<file path="src/rtl/button_fifo_ctrl_if.sv">
// Handshake bundle between the push-button sequencer and its FIFO / UART TX neighbours.
// The master side is the sequencer; the slave side is the surrounding datapath.
interface button_fifo_ctrl_if #(
  parameter int unsigned DATA_BITS = 8
);
  localparam int unsigned ERR_W = 8;

  logic                 wr_pulse;
  logic                 rd_pulse;
  logic [DATA_BITS-1:0] sw_data;
  logic                 fifo_full;
  logic                 fifo_empty;
  logic                 fifo_wr_en;
  logic [DATA_BITS-1:0] fifo_w_data;
  logic                 fifo_rd_en;
  logic [DATA_BITS-1:0] fifo_r_data;
  logic                 tx_start;
  logic [DATA_BITS-1:0] tx_din;
  logic                 tx_done_tick;
  logic                 busy;
  logic                 ovf_tick;
  logic                 unf_tick;
  logic [ERR_W-1:0]     err_count;

  modport master (
    input  wr_pulse, rd_pulse, sw_data, fifo_full, fifo_empty, fifo_r_data, tx_done_tick,
    output fifo_wr_en, fifo_w_data, fifo_rd_en, tx_start, tx_din, busy, ovf_tick, unf_tick,
           err_count
  );

  modport slave (
    output wr_pulse, rd_pulse, sw_data, fifo_full, fifo_empty, fifo_r_data, tx_done_tick,
    input  fifo_wr_en, fifo_w_data, fifo_rd_en, tx_start, tx_din, busy, ovf_tick, unf_tick,
           err_count
  );
endinterface

</file>
<file path="src/rtl/button_fifo_ctrl.sv">
// Push-button sequencer: write button pushes switches into the FIFO, read button pops a
// word and sends it over UART TX. Round-robin arbitration, refused requests are counted.
module button_fifo_ctrl #(
  parameter int unsigned DATA_BITS = 8
) (
  input  logic                clk,
  input  logic                reset_n,
  button_fifo_ctrl_if.master  bus
);
  localparam int unsigned ERR_W = 8;

  typedef enum logic [2:0] {IDLE, WRITE, READ, LOAD, SEND, WAIT_DONE} state_t;
  typedef enum logic {SRV_WRITE, SRV_READ} srv_t;

  state_t               state, state_d;
  srv_t                 last_served, last_served_d;
  logic                 wr_pend, wr_pend_d;
  logic                 rd_pend, rd_pend_d;
  logic                 fifo_wr_en_q, fifo_wr_en_d;
  logic [DATA_BITS-1:0] fifo_w_data_q, fifo_w_data_d;
  logic                 fifo_rd_en_q, fifo_rd_en_d;
  logic                 tx_start_q, tx_start_d;
  logic [DATA_BITS-1:0] tx_din_q, tx_din_d;
  logic                 busy_q, busy_d;
  logic                 ovf_q, ovf_d;
  logic                 unf_q, unf_d;
  logic [ERR_W-1:0]     err_q, err_d;
  logic                 grant_wr, grant_rd;

  // Next state, request bookkeeping and next registered outputs.
  always_comb begin
    state_d       = state;
    last_served_d = last_served;
    wr_pend_d     = wr_pend | bus.wr_pulse;
    rd_pend_d     = rd_pend | bus.rd_pulse;
    fifo_w_data_d = fifo_w_data_q;
    tx_din_d      = tx_din_q;
    ovf_d         = 1'b0;
    unf_d         = 1'b0;
    err_d         = err_q;
    grant_wr      = 1'b0;
    grant_rd      = 1'b0;

    case (state)
      IDLE: begin
        // On a tie the request type not served last time wins.
        if (wr_pend && (!rd_pend || last_served == SRV_READ)) grant_wr = 1'b1;
        else if (rd_pend)                                      grant_rd = 1'b1;

        if (grant_wr) begin
          last_served_d = SRV_WRITE;
          wr_pend_d     = bus.wr_pulse;
          if (bus.fifo_full) begin
            ovf_d = 1'b1;
          end else begin
            fifo_w_data_d = bus.sw_data;
            state_d       = WRITE;
          end
        end else if (grant_rd) begin
          last_served_d = SRV_READ;
          rd_pend_d     = bus.rd_pulse;
          if (bus.fifo_empty) unf_d = 1'b1;
          else                state_d = READ;
        end
      end
      WRITE:     state_d = IDLE;
      READ:      state_d = LOAD;
      LOAD: begin
        tx_din_d = bus.fifo_r_data;
        state_d  = SEND;
      end
      SEND:      state_d = WAIT_DONE;
      WAIT_DONE: if (bus.tx_done_tick) state_d = IDLE;
      default:   state_d = IDLE;
    endcase

    if ((ovf_d || unf_d) && err_q != {ERR_W{1'b1}}) err_d = err_q + ERR_W'(1);

    fifo_wr_en_d = (state_d == WRITE);
    fifo_rd_en_d = (state_d == READ);
    tx_start_d   = (state_d == SEND);
    busy_d       = (state_d != IDLE) || wr_pend_d || rd_pend_d;
  end

  always_ff @(posedge clk) begin
    if (!reset_n) begin
      state         <= IDLE;
      last_served   <= SRV_READ;
      wr_pend       <= 1'b0;
      rd_pend       <= 1'b0;
      fifo_wr_en_q  <= 1'b0;
      fifo_w_data_q <= '0;
      fifo_rd_en_q  <= 1'b0;
      tx_start_q    <= 1'b0;
      tx_din_q      <= '0;
      busy_q        <= 1'b0;
      ovf_q         <= 1'b0;
      unf_q         <= 1'b0;
      err_q         <= '0;
    end else begin
      state         <= state_d;
      last_served   <= last_served_d;
      wr_pend       <= wr_pend_d;
      rd_pend       <= rd_pend_d;
      fifo_wr_en_q  <= fifo_wr_en_d;
      fifo_w_data_q <= fifo_w_data_d;
      fifo_rd_en_q  <= fifo_rd_en_d;
      tx_start_q    <= tx_start_d;
      tx_din_q      <= tx_din_d;
      busy_q        <= busy_d;
      ovf_q         <= ovf_d;
      unf_q         <= unf_d;
      err_q         <= err_d;
    end
  end

  assign bus.fifo_wr_en  = fifo_wr_en_q;
  assign bus.fifo_w_data = fifo_w_data_q;
  assign bus.fifo_rd_en  = fifo_rd_en_q;
  assign bus.tx_start    = tx_start_q;
  assign bus.tx_din      = tx_din_q;
  assign bus.busy        = busy_q;
  assign bus.ovf_tick    = ovf_q;
  assign bus.unf_tick    = unf_q;
  assign bus.err_count   = err_q;
endmodule

</file>
<file path="src/flat_wrapper.sv">
// flat-port wrapper written by rule: the top's interface ports become plain ports
module button_fifo_ctrl_flat 
#(
  parameter int unsigned DATA_BITS = 8
)
  (clk, reset_n, bus_wr_pulse, bus_rd_pulse, bus_sw_data, bus_fifo_full, bus_fifo_empty, bus_fifo_r_data, bus_tx_done_tick, bus_fifo_wr_en, bus_fifo_w_data, bus_fifo_rd_en, bus_tx_start, bus_tx_din, bus_busy, bus_ovf_tick, bus_unf_tick, bus_err_count);
  button_fifo_ctrl_if #(.DATA_BITS(DATA_BITS)) bus_i ();
  input  logic clk;
  input  logic reset_n;
  input wire logic [$bits(bus_i.wr_pulse)-1:0] bus_wr_pulse;
  input wire logic [$bits(bus_i.rd_pulse)-1:0] bus_rd_pulse;
  input wire logic [$bits(bus_i.sw_data)-1:0] bus_sw_data;
  input wire logic [$bits(bus_i.fifo_full)-1:0] bus_fifo_full;
  input wire logic [$bits(bus_i.fifo_empty)-1:0] bus_fifo_empty;
  input wire logic [$bits(bus_i.fifo_r_data)-1:0] bus_fifo_r_data;
  input wire logic [$bits(bus_i.tx_done_tick)-1:0] bus_tx_done_tick;
  output wire logic [$bits(bus_i.fifo_wr_en)-1:0] bus_fifo_wr_en;
  output wire logic [$bits(bus_i.fifo_w_data)-1:0] bus_fifo_w_data;
  output wire logic [$bits(bus_i.fifo_rd_en)-1:0] bus_fifo_rd_en;
  output wire logic [$bits(bus_i.tx_start)-1:0] bus_tx_start;
  output wire logic [$bits(bus_i.tx_din)-1:0] bus_tx_din;
  output wire logic [$bits(bus_i.busy)-1:0] bus_busy;
  output wire logic [$bits(bus_i.ovf_tick)-1:0] bus_ovf_tick;
  output wire logic [$bits(bus_i.unf_tick)-1:0] bus_unf_tick;
  output wire logic [$bits(bus_i.err_count)-1:0] bus_err_count;
  assign bus_i.wr_pulse = bus_wr_pulse;
  assign bus_i.rd_pulse = bus_rd_pulse;
  assign bus_i.sw_data = bus_sw_data;
  assign bus_i.fifo_full = bus_fifo_full;
  assign bus_i.fifo_empty = bus_fifo_empty;
  assign bus_i.fifo_r_data = bus_fifo_r_data;
  assign bus_i.tx_done_tick = bus_tx_done_tick;
  assign bus_fifo_wr_en = bus_i.fifo_wr_en;
  assign bus_fifo_w_data = bus_i.fifo_w_data;
  assign bus_fifo_rd_en = bus_i.fifo_rd_en;
  assign bus_tx_start = bus_i.tx_start;
  assign bus_tx_din = bus_i.tx_din;
  assign bus_busy = bus_i.busy;
  assign bus_ovf_tick = bus_i.ovf_tick;
  assign bus_unf_tick = bus_i.unf_tick;
  assign bus_err_count = bus_i.err_count;
  button_fifo_ctrl #(.DATA_BITS(DATA_BITS)) u_core (.clk(clk), .reset_n(reset_n), .bus(bus_i));
endmodule
</file>
<file path="config.mk">
export PLATFORM = sky130hd
export DESIGN_NAME = button_fifo_ctrl_flat
export DESIGN_NICKNAME = d
export VERILOG_FILES = /design/src/rtl/button_fifo_ctrl_if.sv /design/src/rtl/button_fifo_ctrl.sv /design/src/flat_wrapper.sv
export SDC_FILE = /design/constraint.sdc
export NUM_CORES = 1
export LEC_CHECK = 0
export BUFFER_PORTS_ARGS = -buffer_cell sky130_fd_sc_hd__buf_2
export CAP_MARGIN = 40
export CORE_ASPECT_RATIO = 1.2
export CORE_MARGIN = 8
export CORE_UTILIZATION = 51
export CTS_BUF_LIST = sky130_fd_sc_hd__clkbuf_4 sky130_fd_sc_hd__clkbuf_8
export DETAILED_ROUTE_END_ITERATION = 8
export GPL_ROUTABILITY_DRIVEN = 0
export HOLD_SLACK_MARGIN = 0.1
export PLACE_DENSITY = 0.81
export SLEW_MARGIN = 20
export SYNTH_ARGS = -nofsm -noshare
export SYNTH_HDL_FRONTEND = slang
export SYNTH_SLANG_ARGS = --single-unit
</file>
<file path="constraint.sdc">
create_clock -name clk -period 1.9 [get_ports clk]
set_input_delay 0.19 -clock clk [delete_from_list [all_inputs] [get_ports clk]]
set_output_delay 0.19 -clock clk [all_outputs]
set_load 0.05 [all_outputs]
</file>
==> impl_metrics.ini <==
[status]
status = finished, final reports clean

[min_path]
hold_path.class = in -> reg

[power]
power_switching_mw = 0.420
switching_share_pct = 28.4
vdd_drop_max_mv = 0.519
p_clk_share_pct = 28.6
powerDensity_mw_per_mm2 = 727
internal-power_mw = 1.06
total_power_mw = 1.48
p_leak_nw = 0.958
seq_power_share_pct = 54.0
combPwrFrac_pct = 17.4

[timing]
rsz0062_at_grt = false
fin_worst_skew_ns = 0.00715
fmax_ghz = 0.633
worst_slack_ns = 0.320
tightestPinTransition_ns = 0.438
maxSlewViolCount = 0
fin_crit_ns = 1.58
finalSetupTns_ns = 0
min_period_over_period_pct = 83.2
relSlewSlack_pct = 70.7
setup_viol = 0
hold_viol_final = 0

[setup_path]
crit_path_start_kind = register
timing.rr.start = u_core.state[2]
path_delay_family = simple AND/OR/NAND/NOR gates
required_ns = 2.17
cp.depth = 3
path_buf_inv = 0
reg2reg_to = u_core.bus.err_count[3]
criticalPathCategory = reg -> reg
reg2regPathDepth = 3
cpMaxStageDelayCell = or4_1
critical_path.startpoint = u_core.state[2]
cpPeakStageDelay_ns = 0.51
path_max_fanout = 11
crit_arrival_ns = 1.85
worst_setup_path_end_kind = register
endpoint = u_core.bus.err_count[3]
path_cells = or3_4 > or4_1 > a21oi_1
r2r_slack_ns = 0.32

[global_routing]
grt_overflow = 0
track_usage_pct = 15.7
grt_pass1_vias = 1416
grt_pass1_wl_um = 6130
grt_max_degree = 16
antenna_found_initial = 0

[detailed_routing]
drtAntennaViolNets = 0
wl_per_cell_um = 13.5
vias = 1466
drt_wl_total_um = 3720
dr.pass1.iters = 4
drc = 0
vias_per_cell = 5.31
drt_iter0_markers = 47

[floorplanning]
start_util_pct = 53.8
dieWidth_um = 65.7
row_count = 21
ioPinCount = 53
core_area_sq_mm = 0.00281
die-height_um = 75.7
dieArea_sq_mm = 0.00498

[logic_synthesis]
syn_area_sq_mm = 0.00151
synth_flop_cell = dfxtp_1
ys_seq_area_share_pct = 47.6
synthArstFlopShare_pct = 0
syn_avg_cell_area_sq_um = 8.96
synth_fp_nets = 193
netlist_instances = 169
yosys_register_bits = 36
synth_edf_count = 0
synth_cell_types = 37
ys_warn_count = 0

[finish]
diodes = 0
finalInstanceArea_sq_mm = 0.00204
layout.nets = 265
layout-drive-gt1-share_pct = 29.3
syn_to_final_growth_pct = 34.5
fill_cells = 204

[place]
port-buffer-count = 52
dp_slack_ns = 0.336
hpwl_um = 2560
post_dp_cell_area_sq_mm = 0.00179

[clock_network]
cts_setup_buffers = 0
clock_latency_ns = 0.33
root_buffer = clkbuf_4
cts.sinks = 36
cts_buffers = 5
clk_pin_slew_ns = 0.11
htree_levels = 2
cts_tree = done
cts_buffer_depth = 2

[run]
max-cap-violations = 0
final cells by class:
class / instances / area (sq um) / share of cell area [%]
Multi-Input combinational cell: 122 / 733 / 36.0
Sequential cell: 36 / 721 / 35.4
Timing Repair Buffer: 74 / 470 / 23.1
Clock buffer: 7 / 52.6 / 2.58
Tap cell: 34 / 42.5 / 2.09
Clock inverter: 1 / 8.76 / 0.430
Inverter: 2 / 7.51 / 0.369
cells in the mapped netlist (2+ instances only):
master,instances,area [sq um]
nand4_1,2,12.5
nand3_1,13,65.1
nor4_1,3,18.8
dfxtp_1,36,721
nor2b_1,2,12.5
and2_1,2,12.5
buf_6,2,22.5
nor2_1,15,56.3
or4_1,2,15.0
inv_1,2,7.51
nand2_1,24,90.1
nand2b_1,6,37.5
nor3_1,4,20.0
a21oi_1,15,75.1
clkbuf_1,4,15.0
and3_1,2,12.5
buf_2,2,10.0
mux2i_1,14,140
sequential cells by signal, summed over array words and instances, names as in the netlist:
signal and count:
u_core.bus.err_count 8, u_core.bus.fifo_w_data 8, u_core.bus.tx_din 8, u_core.state 3
u_core.bus.busy 1, u_core.bus.fifo_rd_en 1, u_core.bus.fifo_wr_en 1, u_core.bus.ovf_tick 1
u_core.bus.tx_start 1, u_core.bus.unf_tick 1, u_core.last_served 1, u_core.rd_pend 1
u_core.wr_pend 1
kinds of logic (layout without fill, tap and decap cells):
kind of cell / after synthesis / in the layout / share of synthesized area, %
fa+ha+maj: 2 / 2 / 1.57
mux: 15 / 15 / 10.0
flops: 36 / 36 / 47.6
compound gates: 25 / 25 / 10.7
simple gates: 80 / 80 / 26.2
buf+inv: 11 / 84 / 3.97
what timing repair did:
| action | CTS | global route |
|---|---|---|
| hold buffers | 18 | 0 |
| endpoints found under the hold margin | 18 | 0 |
| gates resized for setup | 0 | 0 |
placed cells by master (no fill, tap or decap), drive strengths merged:
| cell type | n |
|---|---|
| buf | 56 |
| dfxtp | 36 |
| nand2 | 24 |
| dlygate4sd3 | 18 |
| nor2 | 15 |
| a21oi | 15 |
| mux2i | 14 |
| nand3 | 14 |
| clkbuf | 7 |
| nand2b | 6 |
| nor3 | 4 |
| nor4 | 3 |
| inv | 2 |
| or4 | 2 |
| nand4 | 2 |
| nor2b | 2 |
| and3 | 2 |
| and2 | 2 |
| or3 | 2 |
| a21boi | 1 |
| a32oi | 1 |
| o41ai | 1 |
| o211a | 1 |
| a211oi | 1 |
| and2b | 1 |
| a22o | 1 |
| o211ai | 1 |
| mux2 | 1 |
| nor3b | 1 |
| maj3 | 1 |
| a31oi | 1 |
| o21ai | 1 |
| o31ai | 1 |
| ha | 1 |
| clkinv | 1 |
worst min-delay path by stage:
stage / cells after the start / from / slack (ns) / endpoint
4_1_cts: 3 / bus_fifo_r_data[7] / 0.10 / u_core.bus.tx_din[7]
5_1_grt: 3 / bus_fifo_r_data[7] / 0.10 / u_core.bus.tx_din[7]
2_1_floorplan: 2 / bus_rd_pulse / 0.31 / u_core.rd_pend
3_5_place_dp: 3 / bus_wr_pulse / 0.43 / u_core.wr_pend
6_report: 3 / bus_fifo_r_data[7] / 0.11 / u_core.bus.tx_din[7]
3_3_place_gp: 3 / bus_wr_pulse / 0.42 / u_core.wr_pend
per-stage QoR:
step	util, %	hold slack [ns]	instances
global route	72.4	0.104	276
finish	72.4	0.108	276
global placement	63.8	0.415	250
CTS	72.4	0.100	276
floorplan	-	0.307	169
detailed placement	63.8	0.428	250
metal layers:
metal | global-route usage, % | wire [um] | vias to the layer above
met3 | 8.24 | 378 | 6
met5 | 0 | 0 | -
met1 | 16.1 | 1530 | 666
met2 | 25.7 | 1740 | 54
li1 | - | - | 740
met4 | 7.52 | 62 | 0
power by group through the flow:
| stage | registers [mW] | logic (mW) | clock network (mW) |
|---|---|---|---|
| after CTS | 0.799 | 0.256 | 0.440 |
| after global placement | 0.814 | 0.226 | 0 |
| final | 0.799 | 0.257 | 0.424 |
| after detailed placement | 0.816 | 0.228 | 0 |
| after global routing | 0.803 | 0.278 | 0.465 |
| after floorplan | 0.871 | 0.108 | 0 |
worst register-to-register path: stages, from the launching register on:
cell	delay [ns]
dfxtp_1	0.39
or3_4	0.47
or4_1	0.52
a21oi_1	0.14
Power figures use the tool's default switching activity.
